$ cat src/rtl/uart_pkg.sv
// Shared UART definitions for rxlogic and txlogic.
// RXLOGIC_PARITY_EN adds the PARITY receive state.
package uart_pkg;

  localparam int unsigned OVERSAMPLE = 16;
  localparam int unsigned MID_SAMPLE = 7;
  localparam int unsigned DATA_BITS  = 8;

  typedef enum logic [2:0] {
    IDLE,
    START,
    DATA,
`ifdef RXLOGIC_PARITY_EN
    PARITY,
`endif
    STOP,
    WAIT_HIGH
  } rx_state_e;

endpackage

$ cat src/rtl/uart_baud_tick.sv
// Oversample tick generator: one-clock tick every CLK_DIV clocks, restarted by clr.
module uart_baud_tick #(
  parameter int unsigned CLK_DIV = 27
) (
  input  logic clk,
  input  logic rst_n,
  input  logic clr,
  output logic tick
);

  localparam int unsigned CW = 12;
  localparam logic [CW-1:0] LAST = CW'(CLK_DIV - 1);

  logic [CW-1:0] cnt;

  assign tick = (cnt == LAST) && !clr;

  always_ff @(posedge clk or negedge rst_n) begin
    if (!rst_n) begin
      cnt <= '0;
    end else if (clr || tick) begin
      cnt <= '0;
    end else begin
      cnt <= cnt + 12'd1;
    end
  end

endmodule

$ cat src/rtl/rxlogic.sv
// UART 8-N-1 receiver with 16x oversampling and valid/ack byte handoff.
// Define RXLOGIC_PARITY_EN for 8-E-1 framing with an rx_parity_err pulse.
module rxlogic
  import uart_pkg::*;
#(
  parameter int unsigned CLK_DIV = 27
) (
  input  logic       clk,
  input  logic       rst,
  input  logic       rx_en,
  input  logic       rx,
  input  logic       rx_ack,
  output logic [7:0] rx_data_out,
  output logic       rx_valid,
  output logic       rx_frame_err,
  output logic       rx_overrun
`ifdef RXLOGIC_PARITY_EN
  ,
  output logic       rx_parity_err
`endif
);

  localparam int unsigned SW = $clog2(OVERSAMPLE);
  localparam logic [SW-1:0] MID = SW'(MID_SAMPLE);
  localparam logic [2:0] LAST_BIT = 3'(DATA_BITS - 1);

  logic          rx_meta, rxs, rxs_q;
  rx_state_e     state_q, state_d;
  logic [SW-1:0] scnt;
  logic [2:0]    bitcnt;
  logic [7:0]    shreg;
  logic          tick, mid, cnt_clr;
  logic          bit_clr, shift_en, done_ok, done_bad;
`ifdef RXLOGIC_PARITY_EN
  logic          par_bit, par_cap;
`endif

  always_ff @(posedge clk or negedge rst) begin
    if (!rst) begin
      rx_meta <= 1'b1;
      rxs     <= 1'b1;
      rxs_q   <= 1'b1;
    end else begin
      rx_meta <= rx;
      rxs     <= rx_meta;
      rxs_q   <= rxs;
    end
  end

  // Timing restarts from the start edge; idle and post-error states hold it cleared
  assign cnt_clr = !rx_en || (state_q == IDLE) || (state_q == WAIT_HIGH);

  uart_baud_tick #(.CLK_DIV(CLK_DIV)) u_tick (
    .clk  (clk),
    .rst_n(rst),
    .clr  (cnt_clr),
    .tick (tick)
  );

  assign mid = tick && (scnt == MID);

  always_ff @(posedge clk or negedge rst) begin
    if (!rst) begin
      scnt <= '0;
    end else if (cnt_clr) begin
      scnt <= '0;
    end else if (tick) begin
      scnt <= scnt + SW'(1);
    end
  end

  always_ff @(posedge clk or negedge rst) begin
    if (!rst) begin
      state_q <= IDLE;
    end else begin
      state_q <= state_d;
    end
  end

  always_comb begin
    state_d  = state_q;
    bit_clr  = 1'b0;
    shift_en = 1'b0;
    done_ok  = 1'b0;
    done_bad = 1'b0;
`ifdef RXLOGIC_PARITY_EN
    par_cap  = 1'b0;
`endif
    if (!rx_en) begin
      state_d = IDLE;
    end else begin
      case (state_q)
        IDLE: if (rxs_q && !rxs) state_d = START;
        START: begin
          if (mid) begin
            if (!rxs) begin
              state_d = DATA;
              bit_clr = 1'b1;
            end else begin
              state_d = IDLE;
            end
          end
        end
        DATA: begin
          if (mid) begin
            shift_en = 1'b1;
            if (bitcnt == LAST_BIT) begin
`ifdef RXLOGIC_PARITY_EN
              state_d = PARITY;
`else
              state_d = STOP;
`endif
            end
          end
        end
`ifdef RXLOGIC_PARITY_EN
        PARITY: begin
          if (mid) begin
            par_cap = 1'b1;
            state_d = STOP;
          end
        end
`endif
        STOP: begin
          if (mid) begin
            if (rxs) begin
              done_ok = 1'b1;
              state_d = IDLE;
            end else begin
              done_bad = 1'b1;
              state_d  = WAIT_HIGH;
            end
          end
        end
        WAIT_HIGH: if (rxs) state_d = IDLE;
        default: state_d = IDLE;
      endcase
    end
  end

  always_ff @(posedge clk or negedge rst) begin
    if (!rst) begin
      bitcnt <= '0;
      shreg  <= '0;
    end else if (bit_clr) begin
      bitcnt <= '0;
    end else if (shift_en) begin
      shreg[bitcnt] <= rxs;
      bitcnt        <= bitcnt + 3'd1;
    end
  end

  // Completion beats a same-cycle ack, so a fresh byte is never lost
  always_ff @(posedge clk or negedge rst) begin
    if (!rst) begin
      rx_data_out  <= '0;
      rx_valid     <= 1'b0;
      rx_frame_err <= 1'b0;
      rx_overrun   <= 1'b0;
    end else begin
      rx_frame_err <= done_bad;
      rx_overrun   <= done_ok && rx_valid && !rx_ack;
      if (done_ok) begin
        rx_data_out <= shreg;
        rx_valid    <= 1'b1;
      end else if (rx_ack) begin
        rx_valid <= 1'b0;
      end
    end
  end

`ifdef RXLOGIC_PARITY_EN
  always_ff @(posedge clk or negedge rst) begin
    if (!rst) begin
      par_bit       <= 1'b0;
      rx_parity_err <= 1'b0;
    end else begin
      if (par_cap) par_bit <= rxs;
      rx_parity_err <= done_ok && (^{shreg, par_bit});
    end
  end
`endif

endmodule

$ cat config.mk
export PLATFORM = sky130hd
export DESIGN_NAME = rxlogic
export DESIGN_NICKNAME = d
export VERILOG_FILES = /design/src/rtl/uart_pkg.sv /design/src/rtl/uart_baud_tick.sv /design/src/rtl/rxlogic.sv
export SDC_FILE = /design/constraint.sdc
export NUM_CORES = 1
export LEC_CHECK = 0
export CORE_MARGIN = 8
export CORE_UTILIZATION = 57
export CTS_CLUSTER_SIZE = 25
export DETAILED_ROUTE_END_ITERATION = 12
export PLACE_DENSITY = 0.78
export SKIP_LAST_GASP = 1
export SLEW_MARGIN = 5
export SYNTH_ARGS = -nofsm -noshare
export SYNTH_HDL_FRONTEND = slang
export SYNTH_SLANG_ARGS = --single-unit
$ cat constraint.sdc
create_clock -name clk -period 3.05 [get_ports clk]
set_clock_uncertainty 0.1 [all_clocks]
set_input_delay 0.4575 -clock clk [delete_from_list [all_inputs] [get_ports clk]]
set_output_delay 0.4575 -clock clk [all_outputs]
set_load 0.05 [all_outputs]
==> run_results.csv <==
group,metric,value,unit
cts,clk_latency,0.34,ns
timing,post-route-period-util,0.8229,
timing,whs,0.1422,ns
synth,synth_largest_area_cell,"dfrtp_1",
timing,tns,0,ns
synth,synth_warnings,0,
synth,synthSimpleGateAreaFrac,0.2170,
timing,maxSlewViolCount,0,
cts,cts.path.max_buffers,2,
power_and_ir_drop,powerDensity,394.7,nW/um2
routing,post_drt_wl_per_cell,15.75,um
cells_and_area,diodes,0,
synth,synth_top_family_by_area,"simple AND/OR/NAND/NOR gates",
routing,drc,0,
setup_path,crit_path_end_kind,"flop",
routing,ant_nets,0,
cts,h-tree-depth,2,
cells_and_area,drive_above_1_share,0.1750,
placement,gp_congestion,0.8556,
timing,slew_headroom,0.3897,
floorplan,die_h,75.84,um
setup_path,path_buf_inv,0,
cells_and_area,final_area,2292,um2
synth,synthTopCellsByArea,"dfrtp_1 50%, mux2_2 8.8%, dfstp_2 3.9%, xnor2_1 3.9%, nor2_1 3.7%",
global_routing,grt_pass1_wl,6810,um
global_routing,grt.total_usage,0.1563,
power_and_ir_drop,total_power,0.0009046,W
synth,ys_dominant_reg_cell,"dfrtp_1",
synth,syn-cell-area,2041,um2
placement,portBuffers,15,
timing,setup_viol_count_final,0,
cells_and_area,area_growth,12.32,%
timing,rsz0062_at_grt,"false",
synth,syn-num-nets,191,
timing,post-route-min-period,2.510,ns
setup_path,crit_family,"simple AND/OR/NAND/NOR gates",
floorplan,die_x,75.84,um
synth,muxShareOfSynthArea,0.09565,
cts,post_cts_buffers,0,
setup_path,crit_path_start_kind,"flop",
synth,syn-instance-count,181,
placement,place_inst,238,
run_status,status,"finished clean",
timing,worstMarginPinSlew,0.9154,ns
setup_path,cp_cell_sequence,"or4_1 > or4_1 > or3_4 > mux2_4",
setup_path,path_common_cell,"or4_1",
synth,synth.most_common_cell,"dfrtp_1",
timing,finalHoldViolations,0,
power_and_ir_drop,peakVddDrop,343.4,uV
cts,cts_buffers,5,
synth,synth.avg_cell_area,11.27,um2
synth,synth-seq-cells,44,
floorplan,initial_core_util,0.6021,
synth,synth_common_cells,"41 x dfrtp_1, 20 x nor2_1, 16 x mux2_2",
floorplan,io_pins,16,
floorplan,num_rows,21,
hold_path,holdCritPathClass,"in2async",
run,maxCapViolCount,0,
routing,routed_wl,3875,um
routing,vias,1443,
setup_path,worstPathArrival,2.63,ns
floorplan,core,3390,um2
routing,drt_iter0_drc,82,
cells_and_area,fin_cells,246,
cells_and_area,layout.nets,209,
synth,synth_cell_type_count,38,
synth,yosysTopAreaCellShare,0.5028,
global_routing,grt_start_max_net_pins,45,
cts,clock-root-buffer,"clkbuf_4",
global_routing,overflow,0,
synth,synth_xor_xnor_area_share,0.05150,
synth,seq_area_frac_synth,0.5414,
power_and_ir_drop,cellLeakagePower,0.9659,nW
cts,cts.sinks,44,
cts,cts_hold_buf,0,
placement,placed_area,2233,um2
setup_path,critPathKind,"reg2reg",
synth,synthAdderAreaFrac,0.03066,
setup_path,required,3.17,ns
setup_path,crit_path_top_delay_cell,"or4_1",
global_routing,antenna_found_initial,0,
synth,async_reset_ff_frac,1.000,
cts,cts_tree,"yes",
synth,synth-edff-count,0,
timing,fmax,398.4,MHz
floorplan,fp.dieArea,5751,um2
placement,hpwl,2816,um
synth,synth-compound-area-share,0.04414,
global_routing,grt_pass1_vias,1489,
cells_and_area,nFillCells,259,
setup_path,max_stage_delay,0.62,ns
setup_path,crit_fanout,6,
routing,viasPerCell,5.866,
cts,post_cts_resized,0,
cts,clk_pin_slew_worst_paths,0.13,ns
routing,drt-pass1-iter-count,4,
## routing by layer
| layer | global-route usage | wire, um |
|---|---|---|
| met1 | 0.2023 | 1786 |
| met2 | 0.2414 | 1853 |
| met3 | 0.04474 | 188 |
| met4 | 0.05757 | 46 |
| met5 | 0 | 0 |
## area by class of cell
type	instances	area, um2	area share
Clock buffer	8	58.81	0.02566
Sequential cell	44	1105	0.4820
Multi-Input combinational cell	127	895.9	0.3908
Timing Repair Buffer	17	160.2	0.06987
Inverter	4	15.01	0.006550
Tap cell	46	57.56	0.02511
## worst reg2reg max path, cell delays in order, from the launching register on
cell     delay [ns]
dfrtp_1        0.44
or4_1          0.55
or4_1          0.62
or3_4          0.43
mux2_4         0.27
## final timing paths
| check | depth (start not counted) | startpoint | to | slack (ns) |
|---|---|---|---|---|
| worst max-delay path | 4 | u_tick.cnt[6]$_DFF_PN0_ | bitcnt[0]$_DFFE_PN0P_ | 0.54 |
| worst min register to register | 0 | rx_meta$_DFF_PN1_ | rxs$_DFF_PN1_ | 0.27 |
| min in group clk | 0 | rx_meta$_DFF_PN1_ | rxs$_DFF_PN1_ | 0.27 |
| worst min-delay path | 1 | rst | shreg[6]$_DFFE_PN0P_ | 0.14 |
| worst max register to register | 4 | u_tick.cnt[6]$_DFF_PN0_ | bitcnt[0]$_DFFE_PN0P_ | 0.54 |
| max in group asynchronous | 1 | rst | scnt[3]$_DFFE_PN0N_ | 2.13 |
## state kept, by name, indices dropped and copies added (netlist names)
signal,count
u_tick.cnt,12
shreg,8
rx_data_out,8
rx_overrun,1
state_q,3
rxs,1
rx_valid,1
scnt,4
bitcnt,3
rxs_q,1
rx_meta,1
rx_frame_err,1
## through the flow
stage,setup WS [ns],util
5_1_grt,0.4160,0.6763
3_5_place_dp,0.5605,0.6589
4_1_cts,0.5463,0.6763
2_1_floorplan,0.6306,-
6_report,0.5401,0.6763
3_3_place_gp,0.5992,0.6589
## logic make-up after synthesis
family / Yosys count
DFF: 44
muxes: 17
buffers and inverters: 10
adders and majority gates: 5
xor gates and xnor gates: 12
AOI/OAI and AO/OA: 13
and+or+nand+nor: 80
## cells in the final DEF, fill, tap and decap left out, drive strengths merged, types with 2 or more instances in the layout
master         synthesis  routed
nor3                   5       5
xnor2                  9       9
buf                    2       3
a22o                   2       2
nor2                  20      20
ha                     5       5
clkbuf                 4       8
mux2                  17      17
nand2                 10      10
nand3                  9       9
or4                    3       3
dfstp                  3       3
dfrtp                 41      41
nor4                   9       9
a21oi                  3       3
inv                    4       4
o21ai                  2       2
nor2b                  2       2
nand4                  8       8
nor3b                  3       3
nand2b                 3       3
clkdlybuf4s50          0      14
xor2                   3       3
## where the power goes
part           internal [W]  switching, W
Combinational    0.00000850     0.0000209
Sequential         0.000588    0.00000572
Clock              0.000114      0.000167
Note: power is estimated with default switching activity, not from simulation.
==> variant (same flow settings) <==
Add a define of `RXLOGIC_PARITY_EN`.
--- a/src/rtl/uart_pkg.sv
+++ b/src/rtl/uart_pkg.sv
@@ -2,2 +2,4 @@
 // RXLOGIC_PARITY_EN adds the PARITY receive state.
+`define RXLOGIC_PARITY_EN
+
 package uart_pkg;
Formal check against the unedited RTL (old outputs only; new: rx_parity_err): no difference found for any inputs over 10 cycles, from zero or initial values and one cycle with rst low; that may be too few to reach the edited logic, so the function may still have changed.
==> variant against the original RTL <==
  * Cell area up 11%
  * Critical path type unchanged
  * Combinational power up 10%
  * Worst setup slack better by 0.12 ns
  * Die area up 9.5%
  * Non-clock buffer count down 1
  * Count of clock-buffer cells in the layout down 3
  * Power up 11%
  * Synthesized area up 12%
  * First-iteration DRC count up 28%
  * Sequential cell count up 2
  * Largest power group unchanged
  * Routed wire length up 8.0%
==> variant: results (changes against the original RTL) <==
Run status
  • Status: finished clean

Detailed routing
  • Routed wl met3: 219 um (+16%)
  • Initial drt markers: 105 (+28%)
  • WL met2: 2040 um (+10%)
  • Met1 wire length: 1830 um (+2.5%)
  • WL/cell: 15.5 um (-1.6%)

Pwr
  • Sw power: 223 uW (+15%)
  • Maximum VDD drop: 0.301 mV (-12%)
  • Pleak: 0.00110 uW (+14%)

Layout
  • Finished Layout Cells: 270 (+9.8%)
  • Seq_cells: 46 (+4.5%)
  • Fraction of area in multi-input gates: 0.421 (+0.0304)
  • Multi-In Gates: 146 (+15%)
  • Fillers: 314 (+21%)
  • Layout cells sized above 1: 0.155 (-0.0205)
  • Register area: 1150 um^2 (+4.5%)
  • Fin nets: 230 (+10%)

CTS
  • Worst skew pair latency: 0.30 ns (-0.04 ns)
  • Clock slew seen by the registers of the worst setup and hold paths: 0.08 ns (-0.05 ns)

Synthesis
  • Syn nets: 217 (+14%)
  • Syn Area/Cell: 11.1 um^2 (-1.9%)
  • Seq/Total Area, Yosys: 0.505 (-0.0367)
  • Synth cell types: 42 (+11%)
  • Most frequent cells after synthesis: dfrtp_1 (43), nor2_1 (23), mux2_2 (17)

Global routing
  • Vias in the first global route: 1567 (+5.2%)
  • First-pass GRT wire length: 7320 um (+7.5%)
  • Maximum number of pins on one net before global-route repair: 47 (+4.4%)
  • M2 GR Usage: 0.224 (-0.0179)
  • Met3 usage: 0.0485 (+0.00380)
  • GRT Resource Usage Total: 0.146 (-0.0105)

Worst setup path
  • Slowest cell on the critical path: nor4b_1
  • Reg2reg setup slack: 0.66 ns (+0.12 ns)
  • Crit. Startpoint: u_tick.cnt[0]
  • Worst flop-to-flop path endpoint: shreg[2]
  • R2R depth: 6 (+2)
  • CP arrival: 2.48 ns (-0.15 ns)
  • Crit Path Max Fanout: 17 (+11)
  • Largest stage delay, worst path: 0.49 ns (-0.13 ns)

Floorplanning
  • Die Area: 6300 um^2 (+9.5%)

Timing
  • Worst hold margin: 0.219 ns (+0.0772 ns)
  • Crit share post-route: 0.785 (-0.0381)
  • Worst slew pin tran: 0.982 ns (+0.0666 ns)

Place
  • PortBufs: 16 (+1)
  • Placer congestion estimate: 0.821 (-4.1%)
  • Post-DP Area: 2460 um^2 (+10%)
[variant: cell count changes in the layout (fill, tap and decap cells not counted), sizes merged, moves of 3 or more]
cell | before | now
nor2 | 20 | 24
nand4 | 8 | 4
xnor2 | 9 | 14
clkbuf | 8 | 5
[variant: kinds of logic (layout without fill, tap and decap cells)]
| logic type | Yosys count | in the layout | synth area share |
|---|---|---|---|
| muxes | 19 | 19 | 0.0924 |
| DFF | 46 | 46 | 0.505 |
| adders and majority gates | 5 | 5 | 0.0273 |
| and+or+nand+nor | 88 | 88 | 0.223 |
| AOI/OAI and AO/OA | 14 | 14 | 0.0426 |
| buffers and inverters | 15 | 28 | 0.0279 |
| xor gates and xnor gates | 20 | 20 | 0.0826 |
[variant: power groups by stage]
stage | registers [uW] | clock network (uW) | logic [uW]
after floorplan | 629 | 0 | 20.9
after global placement | 636 | 0 | 32.0
after detailed placement | 636 | 0 | 33.5
after CTS | 624 | 356 | 33.5
after global routing | 626 | 384 | 37.5
final | 624 | 346 | 32.4
